## config.mk

```make
export PLATFORM = sky130hd
export DESIGN_NAME = soc_system_lcd_timing
export DESIGN_NICKNAME = d
export VERILOG_FILES = /design/src/rtl/lcd_timing_pkg.sv /design/src/rtl/lcd_dclk_div.sv /design/src/rtl/soc_system_lcd_timing.sv
export SDC_FILE = /design/constraint.sdc
export NUM_CORES = 1
export LEC_CHECK = 0
export ABC_AREA = 1
export CORE_ASPECT_RATIO = 1.75
export CORE_MARGIN = 5
export CORE_UTILIZATION = 45
export DETAILED_ROUTE_END_ITERATION = 16
export GPL_ROUTABILITY_DRIVEN = 0
export PLACE_DENSITY = 0.7
export SLEW_MARGIN = 20
export SYNTH_ARGS = -nofsm -noshare
export SYNTH_HDL_FRONTEND = slang
export SYNTH_HIERARCHICAL = 1
export SYNTH_SLANG_ARGS = --single-unit
export TNS_END_PERCENT = 30
```

## constraint.sdc

```tcl
create_clock -name clk -period 3.7 [get_ports clk]
set_input_delay 1.11 -clock clk [delete_from_list [all_inputs] [get_ports clk]]
set_output_delay 1.11 -clock clk [all_outputs]
set_load 0.05 [all_outputs]
```

## src/rtl/lcd_timing_pkg.sv

```systemverilog
// lcd_timing_pkg
//   Shared constants for the LCD timing generator: default panel timing,
//   the layout of the control word coming from the LCD_CLK PIO, and the
//   width of the pixel/line counters. Small helpers split the control word.
package lcd_timing_pkg;

    // Counter width for h, v, pix_x and pix_y
    localparam int CNT_W = 11;

    // Control word layout: bit0 = enable, bits[7:1] = divider DIV
    localparam int CTRL_W       = 8;
    localparam int CTRL_EN_BIT  = 0;
    localparam int CTRL_DIV_LSB = 1;
    localparam int DIV_W        = 7;

    // Default 800x480 panel timing
    localparam int DEF_H_ACTIVE = 800;
    localparam int DEF_H_FP     = 40;
    localparam int DEF_H_SYNC   = 48;
    localparam int DEF_H_BP     = 88;
    localparam int DEF_V_ACTIVE = 480;
    localparam int DEF_V_FP     = 13;
    localparam int DEF_V_SYNC   = 3;
    localparam int DEF_V_BP     = 32;

    function automatic logic ctrl_en(input logic [CTRL_W-1:0] c);
        return c[CTRL_EN_BIT];
    endfunction

    function automatic logic [DIV_W-1:0] ctrl_div(input logic [CTRL_W-1:0] c);
        return c[CTRL_DIV_LSB +: DIV_W];
    endfunction

endpackage

```

## src/rtl/lcd_dclk_div.sv

```systemverilog
// lcd_dclk_div
//   Prescaler producing the panel pixel clock and the pixel-request strobe.
//   pcnt counts 0..DIV; each wrap toggles dclk, so the dclk period is
//   2*(DIV+1) clk. DIV is re-latched only at a wrap or while disabled.
//   After enable rises, one start clk is spent before counting so that the
//   first dclk rise lands DIV+1 clk after the first pixel is presented.
// Ports
//   clk       : clock, rising edge
//   reset     : synchronous active-high reset
//   i_en      : enable from the control word
//   i_div     : divider DIV from the control word
//   o_dclk    : registered pixel clock
//   o_pix_en  : registered one-clk strobe, high after each dclk 1->0 edge
//   o_adv     : combinational, high on the clk edge where dclk falls
module lcd_dclk_div
    import lcd_timing_pkg::*;
(
    input  logic             clk,
    input  logic             reset,
    input  logic             i_en,
    input  logic [DIV_W-1:0] i_div,
    output logic             o_dclk,
    output logic             o_pix_en,
    output logic             o_adv
);

    logic [DIV_W-1:0] r_pcnt;
    logic [DIV_W-1:0] r_div;
    logic             r_run;
    logic             r_dclk;
    logic             r_pix_en;
    logic             w_wrap;

    assign w_wrap   = r_run && (r_pcnt == r_div);
    // The falling dclk edge is the one where pixel counters advance
    assign o_adv    = i_en && w_wrap && r_dclk;
    assign o_dclk   = r_dclk;
    assign o_pix_en = r_pix_en;

    always_ff @(posedge clk) begin
        if (reset) begin
            r_pcnt   <= '0;
            r_div    <= '0;
            r_run    <= 1'b0;
            r_dclk   <= 1'b0;
            r_pix_en <= 1'b0;
        end else if (!i_en) begin
            r_pcnt   <= '0;
            r_div    <= i_div;
            r_run    <= 1'b0;
            r_dclk   <= 1'b0;
            r_pix_en <= 1'b0;
        end else if (!r_run) begin
            // start clk: pixel (0,0) is being presented, counting begins next clk
            r_run    <= 1'b1;
            r_pix_en <= 1'b0;
        end else if (w_wrap) begin
            r_pcnt   <= '0;
            r_dclk   <= ~r_dclk;
            r_pix_en <= r_dclk;
            r_div    <= i_div;
        end else begin
            r_pcnt   <= r_pcnt + DIV_W'(1);
            r_pix_en <= 1'b0;
        end
    end

endmodule

```

## src/rtl/soc_system_lcd_timing.sv

```systemverilog
// soc_system_lcd_timing
//   LCD panel timing generator. Produces dclk, a pixel request strobe,
//   hsync/vsync/de and the active pixel coordinate from a control word
//   (bit0 enable, bits[7:1] clock divider).
//   Optional feature: define LCD_TIMING_FRAME_IRQ_EN to add frame_irq, a
//   one-clk pulse on the pixel strobe where the line counter wraps to 0.
// Ports
//   clk        : clock, rising edge
//   reset      : synchronous active-high reset, overrides enable
//   ctrl[7:0]  : control word {DIV[6:0], enable}
//   lcd_dclk   : pixel clock to the panel
//   pix_en     : one-clk strobe requesting the next pixel
//   lcd_hsync  : horizontal sync, active high
//   lcd_vsync  : vertical sync, active high
//   lcd_de     : data enable, active high
//   pix_x/y    : active pixel coordinate, 0 outside the active area
//   frame_irq  : (LCD_TIMING_FRAME_IRQ_EN only) end-of-frame pulse
module soc_system_lcd_timing
    import lcd_timing_pkg::*;
#(
    parameter int H_ACTIVE = DEF_H_ACTIVE,
    parameter int H_FP     = DEF_H_FP,
    parameter int H_SYNC   = DEF_H_SYNC,
    parameter int H_BP     = DEF_H_BP,
    parameter int V_ACTIVE = DEF_V_ACTIVE,
    parameter int V_FP     = DEF_V_FP,
    parameter int V_SYNC   = DEF_V_SYNC,
    parameter int V_BP     = DEF_V_BP
)
(
    input  logic              clk,
    input  logic              reset,
    input  logic [CTRL_W-1:0] ctrl,
    output logic              lcd_dclk,
    output logic              pix_en,
    output logic              lcd_hsync,
    output logic              lcd_vsync,
    output logic              lcd_de,
    output logic [CNT_W-1:0]  pix_x,
    output logic [CNT_W-1:0]  pix_y
`ifdef LCD_TIMING_FRAME_IRQ_EN
    ,
    output logic              frame_irq
`endif
);

    localparam logic [CNT_W-1:0] H_LAST = CNT_W'(H_ACTIVE + H_FP + H_SYNC + H_BP - 1);
    localparam logic [CNT_W-1:0] H_ACT  = CNT_W'(H_ACTIVE);
    localparam logic [CNT_W-1:0] H_SYB  = CNT_W'(H_ACTIVE + H_FP);
    localparam logic [CNT_W-1:0] H_SYE  = CNT_W'(H_ACTIVE + H_FP + H_SYNC);
    localparam logic [CNT_W-1:0] V_LAST = CNT_W'(V_ACTIVE + V_FP + V_SYNC + V_BP - 1);
    localparam logic [CNT_W-1:0] V_ACT  = CNT_W'(V_ACTIVE);
    localparam logic [CNT_W-1:0] V_SYB  = CNT_W'(V_ACTIVE + V_FP);
    localparam logic [CNT_W-1:0] V_SYE  = CNT_W'(V_ACTIVE + V_FP + V_SYNC);

    logic             w_en;
    logic [DIV_W-1:0] w_div;
    logic             w_adv;
    logic             w_h_last;
    logic             w_v_last;
    logic [CNT_W-1:0] w_h_nxt;
    logic [CNT_W-1:0] w_v_nxt;
    logic             w_de_nxt;

    logic [CNT_W-1:0] r_h;
    logic [CNT_W-1:0] r_v;
    logic             r_de;
    logic             r_hsync;
    logic             r_vsync;
    logic [CNT_W-1:0] r_x;
    logic [CNT_W-1:0] r_y;

    assign w_en  = ctrl_en(ctrl);
    assign w_div = ctrl_div(ctrl);

    lcd_dclk_div u_div (
        .clk      (clk),
        .reset    (reset),
        .i_en     (w_en),
        .i_div    (w_div),
        .o_dclk   (lcd_dclk),
        .o_pix_en (pix_en),
        .o_adv    (w_adv)
    );

    // Decode is taken from the next counter value so that sync/de/coordinate
    // change on the same clk as pix_en, a full half dclk before the rise.
    always_comb begin
        w_h_last = (r_h == H_LAST);
        w_v_last = (r_v == V_LAST);
        w_h_nxt  = r_h;
        w_v_nxt  = r_v;
        if (!w_en) begin
            w_h_nxt = '0;
            w_v_nxt = '0;
        end else if (w_adv) begin
            w_h_nxt = w_h_last ? '0 : r_h + CNT_W'(1);
            if (w_h_last) begin
                w_v_nxt = w_v_last ? '0 : r_v + CNT_W'(1);
            end
        end
        w_de_nxt = (w_h_nxt < H_ACT) && (w_v_nxt < V_ACT);
    end

    always_ff @(posedge clk) begin
        if (reset) begin
            r_h     <= '0;
            r_v     <= '0;
            r_de    <= 1'b0;
            r_hsync <= 1'b0;
            r_vsync <= 1'b0;
            r_x     <= '0;
            r_y     <= '0;
        end else begin
            r_h     <= w_h_nxt;
            r_v     <= w_v_nxt;
            r_de    <= w_en && w_de_nxt;
            r_hsync <= w_en && (w_h_nxt >= H_SYB) && (w_h_nxt < H_SYE);
            r_vsync <= w_en && (w_v_nxt >= V_SYB) && (w_v_nxt < V_SYE);
            r_x     <= (w_en && w_de_nxt) ? w_h_nxt : '0;
            r_y     <= (w_en && w_de_nxt) ? w_v_nxt : '0;
        end
    end

    assign lcd_de    = r_de;
    assign lcd_hsync = r_hsync;
    assign lcd_vsync = r_vsync;
    assign pix_x     = r_x;
    assign pix_y     = r_y;

`ifdef LCD_TIMING_FRAME_IRQ_EN
    logic r_irq;

    always_ff @(posedge clk) begin
        if (reset) begin
            r_irq <= 1'b0;
        end else begin
            r_irq <= w_adv && w_h_last && w_v_last;
        end
    end

    assign frame_irq = r_irq;
`endif

endmodule

```

==> metrics.txt, run 1 <==
# TYPE chip_impl_metric gauge
chip_impl_metric{name="synth.cell_area",unit="um2"} 3267
chip_impl_metric{name="die_area",unit="um2"} 9131
chip_impl_metric{name="post-cts-setup-buffer-count",unit=""} 0
chip_impl_info{name="crit_path_start_kind",value="input pin"} 1
chip_impl_metric{name="dp_wirelength",unit="um"} 6394
chip_impl_metric{name="worst_case_register_to_register_setup_slack",unit="ns"} 0.78
chip_impl_metric{name="clock_latency_on_the_worst_skew_pair",unit="ns"} 0.33
chip_impl_metric{name="die_x",unit="um"} 74.41
chip_impl_metric{name="stdcell_count",unit=""} 620
chip_impl_metric{name="antenna_cells",unit=""} 0
chip_impl_metric{name="io_pins",unit=""} 37
chip_impl_info{name="critPathCaptureType",value="flop"} 1
chip_impl_metric{name="finalHoldViolCount",unit=""} 0
chip_impl_metric{name="worstPathMaxFanout",unit=""} 13
chip_impl_metric{name="fraction_of_layout_cells_with_a_size_suffix_above_1",unit=""} 0.1648
chip_impl_metric{name="routed_wl",unit="um"} 8138
chip_impl_metric{name="route.antenna.remaining_nets",unit=""} 0
chip_impl_metric{name="max_freq",unit="MHz"} 319.4
chip_impl_info{name="status",value="finished clean"} 1
chip_impl_metric{name="finalPower",unit="W"} 0.001695
chip_impl_info{name="worst_setup_path_endpoint",value="pix_x[1]"} 1
chip_impl_metric{name="synthToLayoutAreaGrowth",unit="%"} 24.01
chip_impl_metric{name="slew_headroom",unit=""} 0.6630
chip_impl_metric{name="synthesis.yosys.warnings",unit=""} 6
chip_impl_metric{name="floorplan.initialDensity",unit=""} 0.4582
chip_impl_metric{name="final_max_slew_viol_count",unit=""} 0
chip_impl_metric{name="synth_seq_area_share",unit=""} 0.3922
chip_impl_metric{name="cts_repair_resize_count",unit=""} 0
chip_impl_metric{name="final.min_clock_period",unit="ns"} 3.131
chip_impl_info{name="timing.rr.end",value="pix_x[1]"} 1
chip_impl_metric{name="timing.setup.tns",unit="ns"} 0
chip_impl_info{name="min-delay-path-class",value="flop to flop"} 1
chip_impl_metric{name="clk_path_buf_depth",unit=""} 2
chip_impl_metric{name="drv.max_cap_violation_count",unit=""} 0
chip_impl_metric{name="setup_viol_count_final",unit=""} 0
chip_impl_info{name="cts_tree",value="yes"} 1
chip_impl_metric{name="power.static_leakage",unit="nW"} 1.690
chip_impl_metric{name="p_seq_frac",unit=""} 0.417
chip_impl_metric{name="final_nets",unit=""} 542
chip_impl_metric{name="power_per_cell_area",unit="nW/um2"} 418.3
chip_impl_metric{name="routed_vias_inst",unit=""} 4.981
chip_impl_metric{name="grt_remaining_overflow",unit=""} 0
chip_impl_metric{name="track_usage",unit=""} 0.1955
chip_impl_metric{name="hold_slack",unit="ns"} 0.4972
chip_impl_metric{name="worst-endpoint-arrival",unit="ns"} 3.35
chip_impl_metric{name="postLayoutCoreUtil",unit=""} 0.5682
chip_impl_metric{name="grt_first_pass_wirelength",unit="um"} 13430
chip_impl_metric{name="via_count_of_the_first_global_routing_pass",unit=""} 3144
chip_impl_metric{name="power_switching_share",unit=""} 0.2199
chip_impl_info{name="unrepaired_setup_endpoints_after_global_routing",value="no"} 1
chip_impl_metric{name="fin_skew",unit="ns"} 0.004595
chip_impl_metric{name="post-route-drc-count",unit=""} 0
chip_impl_metric{name="worstRegToRegCells",unit=""} 21
chip_impl_metric{name="die_h",unit="um"} 122.7
chip_impl_info{name="cts_root_buffer",value="clkbuf_16"} 1
chip_impl_metric{name="clockPowerShare",unit=""} 0.529
chip_impl_metric{name="netlist_instances",unit=""} 481
chip_impl_metric{name="h-tree-depth",unit=""} 3
chip_impl_metric{name="power.ir.vdd_worst",unit="uV"} 297.9
chip_impl_metric{name="drt-wirelength-per-cell",unit="um"} 13.13
chip_impl_metric{name="power_report.internal_total",unit="W"} 0.001322
chip_impl_info{name="rr_startpoint",value="u_div/r_pcnt[3]"} 1
chip_impl_metric{name="detailroute.via_count",unit=""} 3088
chip_impl_metric{name="drt_first_iter_violations",unit=""} 101
chip_impl_metric{name="ctsHoldBuffers",unit=""} 0
chip_impl_metric{name="cts_buffers",unit=""} 9
chip_impl_metric{name="cts.sinks",unit=""} 64
chip_impl_info{name="timing.setup.critical_path_class",value="input pin to flop"} 1
chip_impl_metric{name="antenna_violations_before_repair",unit=""} 0
chip_impl_metric{name="clkTransAtPathRegs",unit="ns"} 0.05
chip_impl_metric{name="synth_seq_cells",unit=""} 64
chip_impl_metric{name="p_sw",unit="W"} 0.0003726
chip_impl_metric{name="core_region_area",unit="um2"} 7131
chip_impl_metric{name="port_buffers",unit=""} 36
chip_impl_metric{name="dp.cells",unit=""} 604
chip_impl_metric{name="drt_pass1_iterations",unit=""} 4
chip_impl_info{name="worstSetupStartpoint",value="ctrl[0]"} 1
chip_impl_metric{name="final_cycle_share",unit=""} 0.8463
chip_impl_metric{name="power.share.combinational",unit=""} 0.055
chip_impl_metric{name="timing.critical_path.required",unit="ns"} 3.92
chip_impl_metric{name="post_synth.cell_area_avg",unit="um2"} 6.792
chip_impl_metric{name="worstMarginPinSlew",unit="ns"} 0.5039
chip_impl_metric{name="fillCellCount",unit=""} 690
chip_impl_metric{name="placement_rows",unit=""} 41
chip_impl_metric{name="grt_max_degree",unit=""} 18
chip_impl_metric{name="synth.distinct_cells",unit=""} 33
-- state kept, by name (all words and copies together), names as in the netlist --
signal	flops
r_v	11
u_div/r_run	1
lcd_de	1
lcd_hsync	1
r_h	11
u_div/o_pix_en	1
u_div/r_pcnt	7
u_div/r_div	7
u_div/o_dclk	1
lcd_vsync	1
pix_y	11
pix_x	11
-- per-stage QoR --
step / area (um2) / worst slack (ns)
5_1_grt: 4051 / 0.3155
2_1_floorplan: 3274 / 0.9650
3_3_place_gp: 3731 / 0.2777
6_report: 4051 / 0.5688
4_1_cts: 4051 / 0.5737
3_5_place_dp: 3731 / 0.2364
-- worst max-delay path: stages --
cell and delay, ns:
clkdlybuf4s50_1 0.49, inv_1 0.08, nor2_1 0.24, buf_4 0.21, nand3_1 0.08, nor2_1 0.13, nand2_1 0.07, nand2_1 0.06
nand2_1 0.08, nor2_1 0.14, nand3_1 0.11, nor2_1 0.10, nor2_1 0.06, nand3_2 0.07, buf_4 0.24, nor2_2 0.05
-- layout by cell type (no fill, tap or decap), types with 2 or more instances in the layout --
master | synthesis | routed
o21ai_0 | 2 | 2
bufinv_16 | 0 | 2
conb_1 | 1 | 3
o21bai_1 | 3 | 3
nand2_1 | 115 | 115
clkinv_1 | 3 | 3
buf_4 | 2 | 6
nand4_1 | 6 | 6
nor3_1 | 5 | 5
clkdlybuf4s50_1 | 0 | 36
nand3_2 | 6 | 6
inv_1 | 52 | 52
inv_2 | 8 | 8
clkbuf_16 | 0 | 9
ha_1 | 3 | 3
nand3_1 | 43 | 43
clkinv_2 | 0 | 2
nand2_2 | 13 | 13
nor2_2 | 29 | 29
nor2_1 | 91 | 91
or2_2 | 2 | 2
xor2_1 | 7 | 7
nor2_4 | 3 | 3
dfxtp_1 | 64 | 64
a21oi_1 | 8 | 8
-- cells in the mapped netlist, drive strengths merged --
cell type / count / area share
nand2: 129 / 0.16
nor2: 124 / 0.18
dfxtp: 64 / 0.39
inv: 60 / 0.069
nand3: 49 / 0.084
a21oi: 8 / 0.012
nand4: 7 / 0.015
xor2: 7 / 0.019
nor3: 6 / 0.011
buf: 5 / 0.015
o21ai: 4 / 0.0073
clkinv: 3 / 0.0034
ha: 3 / 0.011
o21bai: 3 / 0.0069
clkbuf: 2 / 0.0023
or2: 2 / 0.0038
a31oi: 1 / 0.0019
conb: 1 / 0.0011
nand3b: 1 / 0.0023
o211ai: 1 / 0.0023
xnor2: 1 / 0.0027
-- power by group through the flow --
stage / clock [W] / sequential, W / combinational (W)
after floorplan: 0 / 0.000728 / 0.0000560
after global placement: 0 / 0.000721 / 0.0000916
after detailed placement: 0 / 0.000721 / 0.0000928
after CTS: 0.000910 / 0.000706 / 0.0000933
after global routing: 0.000944 / 0.000707 / 0.000102
final: 0.000896 / 0.000706 / 0.0000924
-- cell families (layout without fill, tap and decap cells) --
group	count (synthesis)	count (layout)	share of synthesized area
xor gates and xnor gates	8	8	0.02145
other	1	3	0.001148
DFF	64	64	0.3922
adders and majority gates	3	3	0.01149
and+or+nand+nor	318	318	0.4535
AOI/OAI and AO/OA	17	17	0.03064
buffers and inverters	70	121	0.08962
-- worst min path at each step --
stage / cells past startpoint / startpoint / to / slack [ns]
3_3_place_gp: 2 / u_div/r_pcnt[5] / u_div/r_pcnt[5] / 0.48
3_5_place_dp: 2 / u_div/r_pcnt[5] / u_div/r_pcnt[5] / 0.49
6_report: 2 / u_div/r_pcnt[5] / u_div/r_pcnt[5] / 0.50
4_1_cts: 2 / u_div/r_pcnt[5] / u_div/r_pcnt[5] / 0.50
5_1_grt: 2 / u_div/r_pcnt[5] / u_div/r_pcnt[5] / 0.53
2_1_floorplan: 2 / u_div/r_pcnt[5] / u_div/r_pcnt[5] / 0.47
-- final cells by class --
type,count,area (um2),share of cell area
Clock buffer,9,225.2,0.05559
Multi-Input combinational cell,349,1700,0.4197
Tap cell,86,107.6,0.02656
Timing Repair Buffer,42,405.4,0.1001
Sequential cell,64,1281,0.3162
Clock inverter,7,95.09,0.02347
Inverter,63,236.5,0.05837
-- metal layers --
metal	share of wire	GRT usage	vias up
met1	0.34	0.1716	1385
met3	0.035	0.04344	46
met2	0.55	0.3596	78
met5	0	0	-
met4	0.070	0.1581	0
li1	-	-	1579
Note: power is estimated with default switching activity, not from simulation.
==> inputs of run 2 (changes only) <==
==> constraint.sdc (replaced) <==
create_clock -name clk -period 3.1 [get_ports clk]
set_input_delay 0.93 -clock clk [delete_from_list [all_inputs] [get_ports clk]]
set_output_delay 0.93 -clock clk [all_outputs]
set_load 0.05 [all_outputs]
==> metrics.txt, run 2 (synthesis results as in run 1) <==
# TYPE chip_impl_metric gauge
chip_impl_metric{name="worstMarginPinSlew",unit="ns"} 0.5010
chip_impl_metric{name="grt_max_degree",unit=""} 18
chip_impl_metric{name="worst_case_register_to_register_setup_slack",unit="ns"} 0.27
chip_impl_metric{name="timing.final.ws_setup",unit="ns"} 0.2615
chip_impl_metric{name="worstPathMaxFanout",unit=""} 10
chip_impl_metric{name="die_x",unit="um"} 74.41
chip_impl_metric{name="final_max_slew_viol_count",unit=""} 0
chip_impl_metric{name="track_usage",unit=""} 0.2015
chip_impl_info{name="unrepaired_setup_endpoints_after_global_routing",value="no"} 1
chip_impl_metric{name="power.static_leakage",unit="nW"} 1.771
chip_impl_metric{name="fraction_of_layout_cells_with_a_size_suffix_above_1",unit=""} 0.1924
chip_impl_metric{name="via_count_of_the_first_global_routing_pass",unit=""} 3278
chip_impl_info{name="layout.cells.most_common",value="nand2_1"} 1
chip_impl_metric{name="antenna_violations_before_repair",unit=""} 0
chip_impl_metric{name="floorplan.initialDensity",unit=""} 0.4582
chip_impl_metric{name="detailroute.via_count",unit=""} 3219
chip_impl_metric{name="finalHoldViolCount",unit=""} 0
chip_impl_metric{name="final_nets",unit=""} 559
chip_impl_metric{name="h-tree-depth",unit=""} 3
chip_impl_metric{name="io_pins",unit=""} 37
chip_impl_metric{name="cts.sinks",unit=""} 64
chip_impl_metric{name="worst-endpoint-arrival",unit="ns"} 3.05
chip_impl_metric{name="routed_wl",unit="um"} 8444
chip_impl_metric{name="clkTransAtPathRegs",unit="ns"} 0.06
chip_impl_metric{name="finalInstanceArea",unit="um2"} 4193
chip_impl_metric{name="final_cycle_share",unit=""} 0.9156
chip_impl_metric{name="antenna_cells",unit=""} 0
chip_impl_info{name="cts_tree",value="yes"} 1
chip_impl_metric{name="die_h",unit="um"} 122.7
chip_impl_metric{name="drt_pass1_iterations",unit=""} 5
chip_impl_metric{name="power.ir.vdd_worst",unit="uV"} 364.9
chip_impl_metric{name="cts_buffers",unit=""} 9
chip_impl_metric{name="route.antenna.remaining_nets",unit=""} 0
chip_impl_info{name="mostFrequentLayoutCells",value="nand2_1 (115), nor2_1 (90), dfxtp_1 (64)"} 1
chip_impl_metric{name="clock_latency_on_the_worst_skew_pair",unit="ns"} 0.33
chip_impl_info{name="status",value="finished clean"} 1
chip_impl_info{name="timing.setup.critical_path_class",value="input pin to flop"} 1
chip_impl_metric{name="die_area",unit="um2"} 9131
chip_impl_metric{name="multi_input_area",unit="um2"} 1703
chip_impl_metric{name="setup_viol_count_final",unit=""} 0
chip_impl_info{name="critPathCaptureType",value="flop"} 1
chip_impl_metric{name="synthToLayoutAreaGrowth",unit="%"} 28.34
chip_impl_metric{name="pre_cts_ws",unit="ns"} -0.1327
chip_impl_metric{name="post_dp_cell_area",unit="um2"} 3884
chip_impl_metric{name="power_per_cell_area",unit="nW/um2"} 471.0
chip_impl_metric{name="routed_vias_inst",unit=""} 5.053
chip_impl_metric{name="drt_first_iter_violations",unit=""} 113
chip_impl_info{name="crit_path_start_kind",value="input pin"} 1
chip_impl_metric{name="dp_wirelength",unit="um"} 6588
chip_impl_metric{name="max_freq",unit="MHz"} 352.3
chip_impl_info{name="cts_root_buffer",value="clkbuf_16"} 1
chip_impl_metric{name="drt-wirelength-per-cell",unit="um"} 13.26
chip_impl_metric{name="drv.max_cap_violation_count",unit=""} 0
chip_impl_metric{name="placement_rows",unit=""} 41
chip_impl_metric{name="slew_headroom",unit=""} 0.6649
chip_impl_metric{name="timing.critical_path.required",unit="ns"} 3.31
chip_impl_metric{name="grt_first_pass_wirelength",unit="um"} 13980
chip_impl_info{name="min-delay-path-class",value="flop to flop"} 1
chip_impl_metric{name="fillCellCount",unit=""} 658
chip_impl_metric{name="clk_path_buf_depth",unit=""} 2
chip_impl_metric{name="final.min_clock_period",unit="ns"} 2.838
chip_impl_metric{name="fin_skew",unit="ns"} 0.007881
chip_impl_metric{name="ctsHoldBuffers",unit=""} 0
chip_impl_metric{name="core_region_area",unit="um2"} 7131
chip_impl_metric{name="post-route-drc-count",unit=""} 0
chip_impl_metric{name="total_area_of_sequential_cells",unit="um2"} 1281
chip_impl_metric{name="grt_remaining_overflow",unit=""} 0
chip_impl_metric{name="port_buffers",unit=""} 36
[run 2: power breakdown]
part	switching (W)	leakage, nW	internal [W]
Combinational	0.0000730	1.11	0.0000453
Clock	0.000368	0.145	0.000646
Sequential	0.00000816	0.519	0.000835
[run 2: path summary, 6_finish.rpt]
path | start | endpoint | cells after the start
hold / removal | u_div/r_pcnt[5] | u_div/r_pcnt[5] | 2
setup reg to reg | u_div/r_pcnt[3] | pix_x[1] | 21
setup / recovery | ctrl[0] | pix_x[1] | 16
hold reg to reg | u_div/r_pcnt[5] | u_div/r_pcnt[5] | 2
[run 2: final cells by class]
| class | count | share of cell area |
|---|---|---|
| Timing Repair Buffer | 59 | 0.1331 |
| Multi-Input combinational cell | 349 | 0.4061 |
| Clock buffer | 10 | 0.05700 |
| Clock inverter | 6 | 0.01611 |
| Tap cell | 86 | 0.02566 |
| Sequential cell | 64 | 0.3056 |
| Inverter | 63 | 0.05640 |
[run 2: worst max-delay path, stage by stage]
cell and delay, ns:
clkdlybuf4s50_1 0.48, inv_1 0.07, nor2_2 0.21, nand2_1 0.15, nor2_4 0.15, inv_2 0.08
nor2_8 0.11, buf_4 0.14, nand3_1 0.06, nand2_1 0.09, nand3_2 0.09, nand2_2 0.10
nor2_1 0.05, nand3_2 0.14, buf_12 0.16, nor2_2 0.03
[run 2: repair_timing]
item,in CTS,in global routing
gates resized for setup,0,1
setup endpoints to repair,0,20
buffers inserted,0,0
[run 2: metal layers]
metal | GRT usage | vias up | wire length [um]
met1 | 0.1775 | 1475 | 2898
met3 | 0.04426 | 39 | 337
met2 | 0.3733 | 93 | 4669
met4 | 0.1570 | 0 | 539
li1 | - | 1612 | -
met5 | 0 | - | 0
[run 2: stage by stage]
stage	total power (W)	setup TNS, ns	util	hold WS, ns	instances
3_5_place_dp	0.0009790	-2.374	0.5447	0.4970	621
6_report	0.001975	0	0.5880	0.5063	637
4_1_cts	0.001996	0	0.5876	0.5054	637
3_3_place_gp	0.0009766	-1.581	0.5447	0.4874	621
5_1_grt	0.002045	0	0.5880	0.5425	637
2_1_floorplan	0.0009357	0	-	0.4691	483
